--- src/rtl/ack_bus_sched.sv ---
// ack_bus_sched: clocked N_SRC-way ACK-bus arbiter (fixed priority or round-robin) that holds a one-hot grant per transaction.
// Optional forced release after TIMEOUT grant cycles: define ACK_BUS_TIMEOUT_EN.
module ack_bus_sched #(
  parameter int N_SRC   = 4,
  parameter int MODE    = 0,
  parameter int TIMEOUT = 64,
  localparam int ID_W   = $clog2(N_SRC)
) (
  input  logic             clk,
  input  logic             rst,
  input  logic [N_SRC-1:0] req_i,
  output logic [N_SRC-1:0] grant_o,
  output logic [ID_W-1:0]  winner_id_o,
  output logic             ack_event_o,
  output logic             busy_o,
  output logic             ack_valid_n_o,
  output logic [ID_W-1:0]  ack_id_o,
  output logic             timeout_o
);

  typedef enum logic [0:0] {
    ST_IDLE  = 1'b0,
    ST_GRANT = 1'b1
  } state_t;

  localparam logic [N_SRC-1:0] ONE_N  = {{(N_SRC-1){1'b0}}, 1'b1};
  localparam logic [N_SRC-1:0] ZERO_N = {N_SRC{1'b0}};
  localparam logic [ID_W-1:0]  ZERO_ID = {ID_W{1'b0}};
  localparam logic [ID_W-1:0]  ONES_ID = {ID_W{1'b1}};

  function automatic logic [N_SRC-1:0] f_onehot(input logic [ID_W-1:0] id);
    return ONE_N << id;
  endfunction

  // First set bit of v, scanning upward from index start (wrapping modulo N_SRC).
  function automatic logic [ID_W-1:0] f_first_from(input logic [N_SRC-1:0] v, input int start);
    logic [ID_W-1:0] sel;
    int              idx;
    sel = ZERO_ID;
    for (int k = N_SRC - 1; k >= 0; k--) begin
      idx = (start + k) % N_SRC;
      sel = (|(v & (ONE_N << idx))) ? ID_W'(idx) : sel;
    end
    return sel;
  endfunction

  state_t           r_state;
  logic [N_SRC-1:0] r_grant;
  logic [ID_W-1:0]  r_winner;
  logic [ID_W-1:0]  r_ptr;
  logic             r_ack_event;
  logic             r_busy;
  logic             r_timeout;

  logic [N_SRC-1:0] w_req_eff;
  logic [ID_W-1:0]  w_win;
  logic             w_win_req;
  logic [ID_W-1:0]  w_ack_id;

`ifdef ACK_BUS_TIMEOUT_EN
  localparam int CNT_W = (TIMEOUT > 2) ? $clog2(TIMEOUT) : 1;
  localparam logic [CNT_W-1:0] CNT_LAST = CNT_W'(TIMEOUT - 1);
  logic [N_SRC-1:0] r_mask;
  logic [CNT_W-1:0] r_cnt;
  assign w_req_eff = req_i & ~r_mask;
`else
  assign w_req_eff = req_i;
`endif

  assign w_win_req = |(req_i & f_onehot(r_winner));

  // Winner selection for the next grant according to MODE.
  always_comb begin
    w_win = ZERO_ID;
    if (MODE == 1) begin
      w_win = f_first_from(w_req_eff, int'(r_ptr) + 1);
    end else begin
      w_win = f_first_from(w_req_eff, 0);
    end
  end

  // Debug view of the wired-AND ID bus: all ones when nobody drives it.
  always_comb begin
    w_ack_id = ONES_ID;
    for (int i = 0; i < N_SRC; i++) begin
      w_ack_id = w_ack_id & (req_i[i] ? ID_W'(i) : ONES_ID);
    end
  end

  // Arbiter FSM with registered grant, winner and event pulses.
  always_ff @(posedge clk) begin
    if (rst) begin
      r_state     <= ST_IDLE;
      r_grant     <= ZERO_N;
      r_winner    <= ZERO_ID;
      r_ptr       <= ID_W'(N_SRC - 1);
      r_ack_event <= 1'b0;
      r_busy      <= 1'b0;
      r_timeout   <= 1'b0;
`ifdef ACK_BUS_TIMEOUT_EN
      r_mask      <= ZERO_N;
      r_cnt       <= {CNT_W{1'b0}};
`endif
    end else begin
      r_ack_event <= 1'b0;
      r_timeout   <= 1'b0;
`ifdef ACK_BUS_TIMEOUT_EN
      // A masked source becomes eligible again once it has been seen idle.
      r_mask      <= r_mask & req_i;
`endif
      case (r_state)
        ST_IDLE: begin
          if (|w_req_eff) begin
            r_grant     <= f_onehot(w_win);
            r_winner    <= w_win;
            r_ptr       <= w_win;
            r_ack_event <= 1'b1;
            r_busy      <= 1'b1;
            r_state     <= ST_GRANT;
`ifdef ACK_BUS_TIMEOUT_EN
            r_cnt       <= {CNT_W{1'b0}};
`endif
          end else begin
            r_grant <= ZERO_N;
            r_busy  <= 1'b0;
          end
        end
        ST_GRANT: begin
          if (!w_win_req) begin
            r_grant <= ZERO_N;
            r_busy  <= 1'b0;
            r_state <= ST_IDLE;
`ifdef ACK_BUS_TIMEOUT_EN
          end else if (r_cnt == CNT_LAST) begin
            r_grant   <= ZERO_N;
            r_busy    <= 1'b0;
            r_state   <= ST_IDLE;
            r_timeout <= 1'b1;
            r_mask    <= (r_mask & req_i) | r_grant;
          end else begin
            r_cnt <= r_cnt + CNT_W'(1);
`else
          end else begin
            r_grant <= r_grant;
`endif
          end
        end
        default: begin
          r_state <= ST_IDLE;
          r_grant <= ZERO_N;
          r_busy  <= 1'b0;
        end
      endcase
    end
  end

  assign grant_o       = r_grant;
  assign winner_id_o   = r_winner;
  assign ack_event_o   = r_ack_event;
  assign busy_o        = r_busy;
  assign timeout_o     = r_timeout;
  assign ack_valid_n_o = ~|req_i;
  assign ack_id_o      = w_ack_id;

endmodule

--- config.mk ---
export PLATFORM = sky130hd
export DESIGN_NAME = ack_bus_sched
export DESIGN_NICKNAME = d
export VERILOG_FILES = /design/src/rtl/ack_bus_sched.sv
export SDC_FILE = /design/constraint.sdc
export NUM_CORES = 1
export LEC_CHECK = 0
export CORE_MARGIN = 2
export CORE_UTILIZATION = 29
export DETAILED_ROUTE_END_ITERATION = 10
export PLACE_DENSITY = 0.69
export SETUP_SLACK_MARGIN = 0.1
export SYNTH_ARGS = -nofsm -noshare
export SYNTH_HDL_FRONTEND = slang
export SYNTH_SLANG_ARGS = --single-unit
--- constraint.sdc ---
create_clock -name clk -period 1.5 [get_ports clk]
set_input_delay 0.225 -clock clk [delete_from_list [all_inputs] [get_ports clk]]
set_output_delay 0.225 -clock clk [all_outputs]
set_load 0.03 [all_outputs]
Word-level counts from Yosys, hierarchy flattened
Index checks and enable logic that the tools add are counted.
{"block": "totals", "register_bits": 9, "in_bits": 6, "out_inout_bits": 12, "elab_cells": 32}
{"block": "classes", "eq_ne": 1, "n_shift": 2, "n_mux": 15, "bitwise": 4, "reduce_logical": 5}
{"operator": "2-to-1 mux 2 bit", "n": 6}
{"operator": "2-to-1 mux 4 bit", "n": 2}
{"operator": "case mux 4 bit (2 select lines)", "n": 1}
{"operator": "OR reduction 4 bit", "n": 2}
{"operator": "<< shifter 1 x 2 -> 4 bit, first input constant", "n": 2}
{"operator": "AND 2 bit", "n": 2}
{"operator": "AND 4 bit", "n": 1}
{"operator": "2-to-1 mux 1 bit", "n": 4}
{"operator": "case mux 1 bit (2 select lines)", "n": 2}
{"operator": "inequality test 2 bit, second input constant", "n": 1}
{"operator": "AND reduction 2 bit", "n": 1}
{"operator": "OR reduction 2 bit", "n": 1}
{"operator": "logical NOT 1 bit", "n": 1}
{"operator": "NOT 1 bit", "n": 1}

Logic depth before layout (Yosys ltp)
Gate-level depths: netlist (run 1).
{"block": "logic_depth", "word_depth": 7, "mapped_depth": 4, "ltp_nobuf": 3}

Worst setup path before layout (run 1)
Ideal clock, no wire load.
{"block": "synth_timing", "path_type": "input to register", "start": "input req_i[0]", "end": "register r_busy, in the netlist busy_o", "setup_time_ps": 123, "arrival_time_ps": 1655, "required_time_ps": 1377, "slack_ps": -278, "stages": 4, "path_buffers": 1, "path_cell_list": "buf_6 -> nor4_1 -> or3_1 -> o21ai_0"}
{"block": "synth_via", "elab_chain_cells": 3, "elab_cells_between_ends": 6, "classes_between": "1 x eq/ne; 2 x mux; 1 x bitwise; 2 x reduce/logical"}
{"item": "start: declaration", "line": "11", "rtl": "input logic [N_SRC-1:0] req_i,"}
{"item": "OR reduction 4 bit / AND 4 bit (equally long branches)", "line": "113, 70"}
{"item": "2-to-1 mux 1 bit / OR reduction 4 bit (equally long branches)", "line": "113, 70"}
{"item": "case mux 1 bit (2 select lines) / inequality test 2 bit (equally long branches)"}
{"item": "end signal: assignment", "line": "118", "rtl": "r_busy <= 1'b1;"}
{"item": "end signal: assignment", "line": "125", "rtl": "r_busy <= 1'b0;"}
{"item": "end signal: assignment", "line": "131", "rtl": "r_busy <= 1'b0;"}
{"item": "end: declaration", "line": "52", "rtl": "logic r_busy;"}
Parallel ways exist; a longest one is shown, timed or not.
A chain may end at the register's enable or synchronous reset.

Worst setup path after layout (run 1)
{"block": "layout_timing", "start": "register r_winner[0], in the netlist winner_id_o[0]", "end": "register r_grant[3], in the netlist grant_o[3]"}
{"block": "layout_via", "elab_chain_cells": 4}
{"item": "start: declaration", "line": "49", "rtl": "logic [ID_W-1:0] r_winner;"}
{"item": "start signal: assignment", "line": "115", "rtl": "r_winner <= w_win;"}
{"item": "<< shifter 1 x 2 -> 4 bit", "line": "32", "rtl": "return ONE_N << id;"}
{"item": "AND 4 bit", "line": "70", "rtl": "assign w_win_req = |(req_i & f_onehot(r_winner));"}
{"item": "OR reduction 4 bit", "line": "70"}
{"item": "inequality test 2 bit (no line)"}
{"item": "end signal: assignment", "line": "114", "rtl": "r_grant <= f_onehot(w_win);"}
{"item": "end signal: assignment", "line": "144", "rtl": "r_grant <= r_grant;"}
{"item": "end: declaration", "line": "48", "rtl": "logic [N_SRC-1:0] r_grant;"}
Every way passes these cells.

==> impl_metrics.tcl, run 1 <==
set metrics [dict create \
    drt_first_pass_iters 2 \
    start_util_pct 30.9 \
    ctsHoldBuffers 0 \
    final.setup.worst_slack_ns 0.202 \
    required_ns 1.65 \
    grt_pass1_vias 307 \
    worstPathCellList "mux4_2 -> a32oi_1 -> nor2_1" \
    cp_max_fo 5 \
    skew_ns 0.00136 \
    cts-root-buf "clkbuf_4" \
    io_buffers 16 \
    reg2reg_setup_slack_ns 0.20 \
    worstPathArrival_ns 1.45 \
    nNetsFinal 76 \
    worstRegToRegCells 3 \
    critPathKind "flop to flop" \
    post_drt_wl_per_cell_microns 12.2 \
    utilization_pct 50.9 \
    grt_use_total_pct 14.4 \
    via_count 393 \
    synthCells 45 \
    synth_edf_count 0 \
    clk_path_buf_depth 2 \
    antenna_found_initial 0 \
    status "finished clean" \
    syn_area_per_cell_sq_um 8.93 \
    slew_violations 0 \
    synth_ff_type "dfxtp_1" \
    holdPathStages 2 \
    slowest_stage "mux4_2" \
    drive_above_1_share_pct 27.5 \
    die-area_sq_mm 0.00170 \
    pre_cts_ws_ns -0.0774 \
    htreeDepth 1 \
    diodes 0 \
    postCtsSetupBuffers 0 \
    ir_drop_mv 0.768 \
    viasPerCell 4.68 \
    worst_setup_path_end_kind "flop" \
    yosysUniqueCellTypes 23 \
    max_stage_delay_ns 0.56 \
    dr.first_iter.drc_count 4 \
    area_delta_synth_final_pct 64.8 \
    dp_hpwl_microns 740 \
    hp-class "flop to flop" \
    drc 0 \
    cts_sinks 9 \
    totalWireLength_mm 1.02 \
    cts.clk_slew.worst_paths_ns 0.06 \
    clock_latency_ns 0.26 \
    core_area_sq_mm 0.00130 \
    design_area_sq_um 662 \
    fmax_ghz 0.771 \
    setup_viol 0 \
    place_area_sq_um 611 \
    cts_made_buffers 3 \
    finalCriticalPeriod_ns 1.30 \
    dieHeight_microns 41.2 \
    finalHoldViolCount 0 \
    synth_nets 51 \
    yosysWarnings 0 \
    ys_seq_area_share_pct 44.9 \
    p_leak_nw 0.337 \
    rows 13 \
    grt_start_max_net_pins 15 \
    async_reset_ff_share_pct 0 \
    grt_pass1_wl_mm 1.41 \
    syn-cell-area_sq_um 402 \
    ys_ff_latch 9 \
    grt-ovfl-total 0 \
    cp-start-kind "flop" \
    ios 18 \
    cap_violations 0 \
    power_density_mw_per_mm2 986 \
    die_width_microns 41.2 \
    ant_nets 0 \
    cts_tree "done" \
    period_share_pct 86.5 \
    rsz0062_at_grt "false" \
    place_congestion 0.704 \
]
## cell usage after synthesis (2+ instances only)
master / instances / area (sq um)
a31oi_1: 2 / 12.5
nor2_1: 8 / 30.0
o21ba_2: 2 / 20.0
a21oi_1: 2 / 10.0
dfxtp_1: 9 / 180
nor3_1: 2 / 10.0
nor4_1: 2 / 12.5
inv_1: 3 / 11.3
## worst paths after layout
path,startpoint,endpoint
max,winner_id_o[0],grant_o[3]
min reg2reg,busy_o,busy_o
max reg2reg,winner_id_o[0],grant_o[3]
min,busy_o,busy_o
## layout make-up
type	count	area [sq um]
Clock inverter	1	5.00
Multi-Input combinational cell	30	203
Clock buffer	3	22.5
Timing Repair Buffer	23	220
Fill cell	132	639
Tap cell	15	18.8
Sequential cell	9	181
Inverter	3	11.3
## metal layers
metal	wire, microns	GRT usage [%]
met5	0	0
met4	14	7.26
met3	81	9.78
met1	453	18.2
met2	475	18.0
## through the flow
| stage | power [W] | setup TNS, ns | hold WS [ns] | instances |
|---|---|---|---|---|
| after floorplan | 0.000395 | 0 | 0.294 | 45 |
| after global placement | 0.000475 | -0.181 | 0.462 | 80 |
| after detailed placement | 0.000477 | -0.223 | 0.466 | 80 |
| after CTS | 0.000656 | -0.0276 | 0.471 | 84 |
| after global routing | 0.000691 | 0 | 0.472 | 84 |
| final | 0.000652 | 0 | 0.468 | 84 |
## worst max-delay path: cells and delay by family (launching register included)
kind | cells | cell delay [ns]
compound gates | 1 | 0.22
flops | 1 | 0.35
mux | 1 | 0.56
simple gates | 1 | 0.06
## power breakdown
group	internal (W)	switching (W)
clock network	0.0000985	0.0000884
logic	0.0000801	0.0000983
registers	0.000262	0.0000251
## repair_timing
item                       CTS  global route
cloned                       0             0
setup endpoints to repair   10             3
gates resized for setup      9             8
pin swaps                    0             1
## placed cells by master (no fill, tap or decap), drive strengths merged
master	instances
clkbuf	3
or2b	1
clkdlybuf4s50	1
inv	3
conb	1
o21ai	1
nand3	1
dfxtp	9
o21ba	2
nor2	8
a32oi	1
mux4	1
dlymetal6s2s	4
nand3b	1
a21oi	2
buf	10
nand2b	1
nor4	2
dlygate4sd2	8
nor3	2
nand2	1
or3	1
nor3b	1
clkinv	1
a31oi	2
nor4b	1
## registers in the layout, indices dropped and copies added (netlist names)
signal	cells
grant_o	4
busy_o	1
r_state	1
winner_id_o	2
ack_event_o	1
## cell families after synthesis
| group | count (synthesis) | share of synthesized area (%) |
|---|---|---|
| and+or+nand+nor | 20 | 26.2 |
| DFF | 9 | 44.9 |
| buffers and inverters | 6 | 8.41 |
| other | 1 | 0.934 |
| muxes | 1 | 5.61 |
| AOI/OAI and AO/OA | 8 | 14.0 |
Power figures use the tool's default switching activity.
==> run 2: changes to the inputs <==
==> constraint.sdc (replaced) <==
create_clock -name clk -period 1.3 [get_ports clk]
set_input_delay 0.195 -clock clk [delete_from_list [all_inputs] [get_ports clk]]
set_output_delay 0.195 -clock clk [all_outputs]
set_load 0.03 [all_outputs]
==> run 2 against run 1 <==
  * Sequential power is 15% higher
  * Core utilization is 2.0 points higher
  * Design area is 4.0% higher
  * Non-clock buffer count is 4 higher
==> impl_metrics.tcl, run 2 (synthesized netlist as in run 1, its figures left out) <==
set metrics [dict create \
    cts_sinks 9 \
    min_from "req_i[3]" \
    slew_violations 0 \
    drt_first_pass_iters 4 \
    largest_reg_flops 4 \
    cts_made_buffers 3 \
    min_delay_worst_endpoint "grant_o[3]" \
    clkPwrFrac_pct 28.0 \
    slowest_stage "mux4_2" \
    grt_use_total_pct 13.5 \
    final.setup.worst_slack_ns 0.0307 \
    hp-class "input port to flop" \
    viasPerCell 4.91 \
    utilization_pct 52.9 \
    worstPathArrival_ns 1.42 \
    switchingPower_w 0.000242 \
    skew_ns 0.00685 \
    cts.clk_slew.worst_paths_ns 0.07 \
    grt_start_max_net_pins 15 \
    die_width_microns 41.2 \
    ant_nets 0 \
    ios 18 \
    htreeDepth 1 \
    worst_setup_path_end_kind "flop" \
    post_drt_wl_per_cell_microns 10.6 \
    cp_top_family "multiplexers" \
    start_util_pct 30.9 \
    clock_latency_ns 0.25 \
    grt-ovfl-total 0 \
    pre_cts_ws_ns -0.243 \
    totalWireLength_microns 934 \
    drc 0 \
    cts_tree "done" \
    rr_endpoint "grant_o[3]" \
    finalCriticalPeriod_ns 1.27 \
    dr.first_iter.drc_count 5 \
    mostFrequentLayoutCells "buf_4, dfxtp_1, nor2_1, clkdlybuf4s15_1, buf_6" \
    diodes 0 \
    status "finished clean" \
    rows 13 \
    layout_commonest_cell "buf_4" \
    area_delta_synth_final_pct 71.3 \
    power_density_mw_per_mm2 1110 \
    cp-start-kind "flop" \
    dieHeight_microns 41.2 \
    reg2reg_setup_slack_ns 0.03 \
    finalHoldViolCount 0 \
    max_stage_delay_ns 0.56 \
    critPathKind "flop to flop" \
    die-area_sq_mm 0.00170 \
    place_congestion 0.754 \
    worstPathCellList "mux4_2 -> a32oi_2 -> nor2_1" \
    holdPathStages 4 \
    combPwrFrac_pct 28.8 \
    fin_hold_ws_ns 0.457 \
    io_buffers 16 \
    p_leak_nw 0.307 \
    reg2reg_from "winner_id_o[0]" \
    p_sw_share_pct 31.6 \
    path_buf_inv 0 \
    power_frac_seq_pct 43.2 \
    period_share_pct 97.6 \
    clk_path_buf_depth 2 \
    grt_pass1_wl_mm 1.55 \
    cp_max_fo 5 \
    required_ns 1.45 \
    rsz0062_at_grt "true" \
    drive_above_1_share_pct 37.0 \
    core_area_sq_mm 0.00130 \
    internal_power_w 0.000523 \
    fin_cells 88 \
    dp.cells 79 \
    nNetsFinal 80 \
    worstRegToRegCells 3 \
    cap_violations 0 \
    antenna_found_initial 0 \
    critical_path_depth 3 \
    setup_viol 0 \
    ir_drop_mv 0.701 \
    via_count 432 \
    grt_pass1_vias 373 \
    fmax_ghz 0.788 \
    dp_hpwl_microns 661 \
    cts-root-buf "clkbuf_4" \
]
==> run 2: cell types whose count changed in the layout (fill, tap and decap cells not counted), moves of 2 or more <==
cell / previous run / this run
clkdlybuf4s15_1: 0 / 6
dlygate4sd2_1: 8 / 3
buf_4: 6 / 9
dlymetal6s2s_1: 4 / 0
clkbuf_2: 0 / 2
==> run 2: timing repair <==
action,4_1_cts,5_1_grt
gates resized for setup,22,11
pin swaps,1,3
endpoints found under the setup margin,16,14
hold buffers,0,0
setup buffers,4,1
==> run 2: worst max path at each step <==
stage	from	to	slack (ns)
after floorplan	winner_id_o[0]	grant_o[3]	0.02
after global placement	req_i[0]	grant_o[3]	-0.22
after detailed placement	req_i[0]	grant_o[3]	-0.24
after CTS	winner_id_o[0]	grant_o[3]	0.01
after global routing	winner_id_o[0]	grant_o[2]	-0.04
final	winner_id_o[0]	grant_o[3]	0.03
==> run 2: worst reg2reg max path: cells and delay by family, from the launching register on <==
kind             cells  cell delay [ns]
AO/OA/AOI/OAI        1             0.19
multiplexers         1             0.56
flip-flops           1             0.36
AND/OR/NAND/NOR      1             0.06
==> run 2: power groups by stage <==
stage	clock network (W)	registers, W	logic (W)
after floorplan	0	0.000363	0.0000943
after global placement	0	0.000336	0.000211
after detailed placement	0	0.000336	0.000212
after CTS	0.000217	0.000329	0.000212
after global routing	0.000228	0.000335	0.000239
final	0.000214	0.000331	0.000220
==> run 2: metal layers <==
metal | GRT usage (%) | share of wire (%) | up-vias
met4 | 2.42 | 0 | 0
met1 | 18.7 | 46 | 201
met5 | 0 | 0 | -
met3 | 3.26 | 5.2 | 0
met2 | 21.5 | 48 | 17
li1 | - | - | 214
==> run 2: area by class of cell <==
cell class,count,area [sq um]
Fill cell,135,613
Tap cell,15,18.8
Inverter,3,11.3
Multi-Input combinational cell,30,213
Timing Repair Buffer,27,235
Clock buffer,4,26.3
Sequential cell,9,184
==> run 2: through the flow <==
stage	cell area, sq um	TNS (ns)	power [W]
finish	688	0	0.000765
global route	688	-0.106	0.000802
CTS	677	0	0.000759
detailed placement	614	-1.42	0.000548
global placement	614	-1.38	0.000547
floorplan	420	0	0.000458
==> run 3: changes to the inputs <==
--- a/config.mk
+++ b/config.mk
@@ -5,6 +5,7 @@
 export SDC_FILE = /design/constraint.sdc
 export NUM_CORES = 1
 export LEC_CHECK = 0
+export CAP_MARGIN = 30
 export CORE_MARGIN = 2
 export CORE_UTILIZATION = 29
 export DETAILED_ROUTE_END_ITERATION = 10
==> results of run 3 <==
No change in the layout: final DEF, timing and power equal those of run 2.
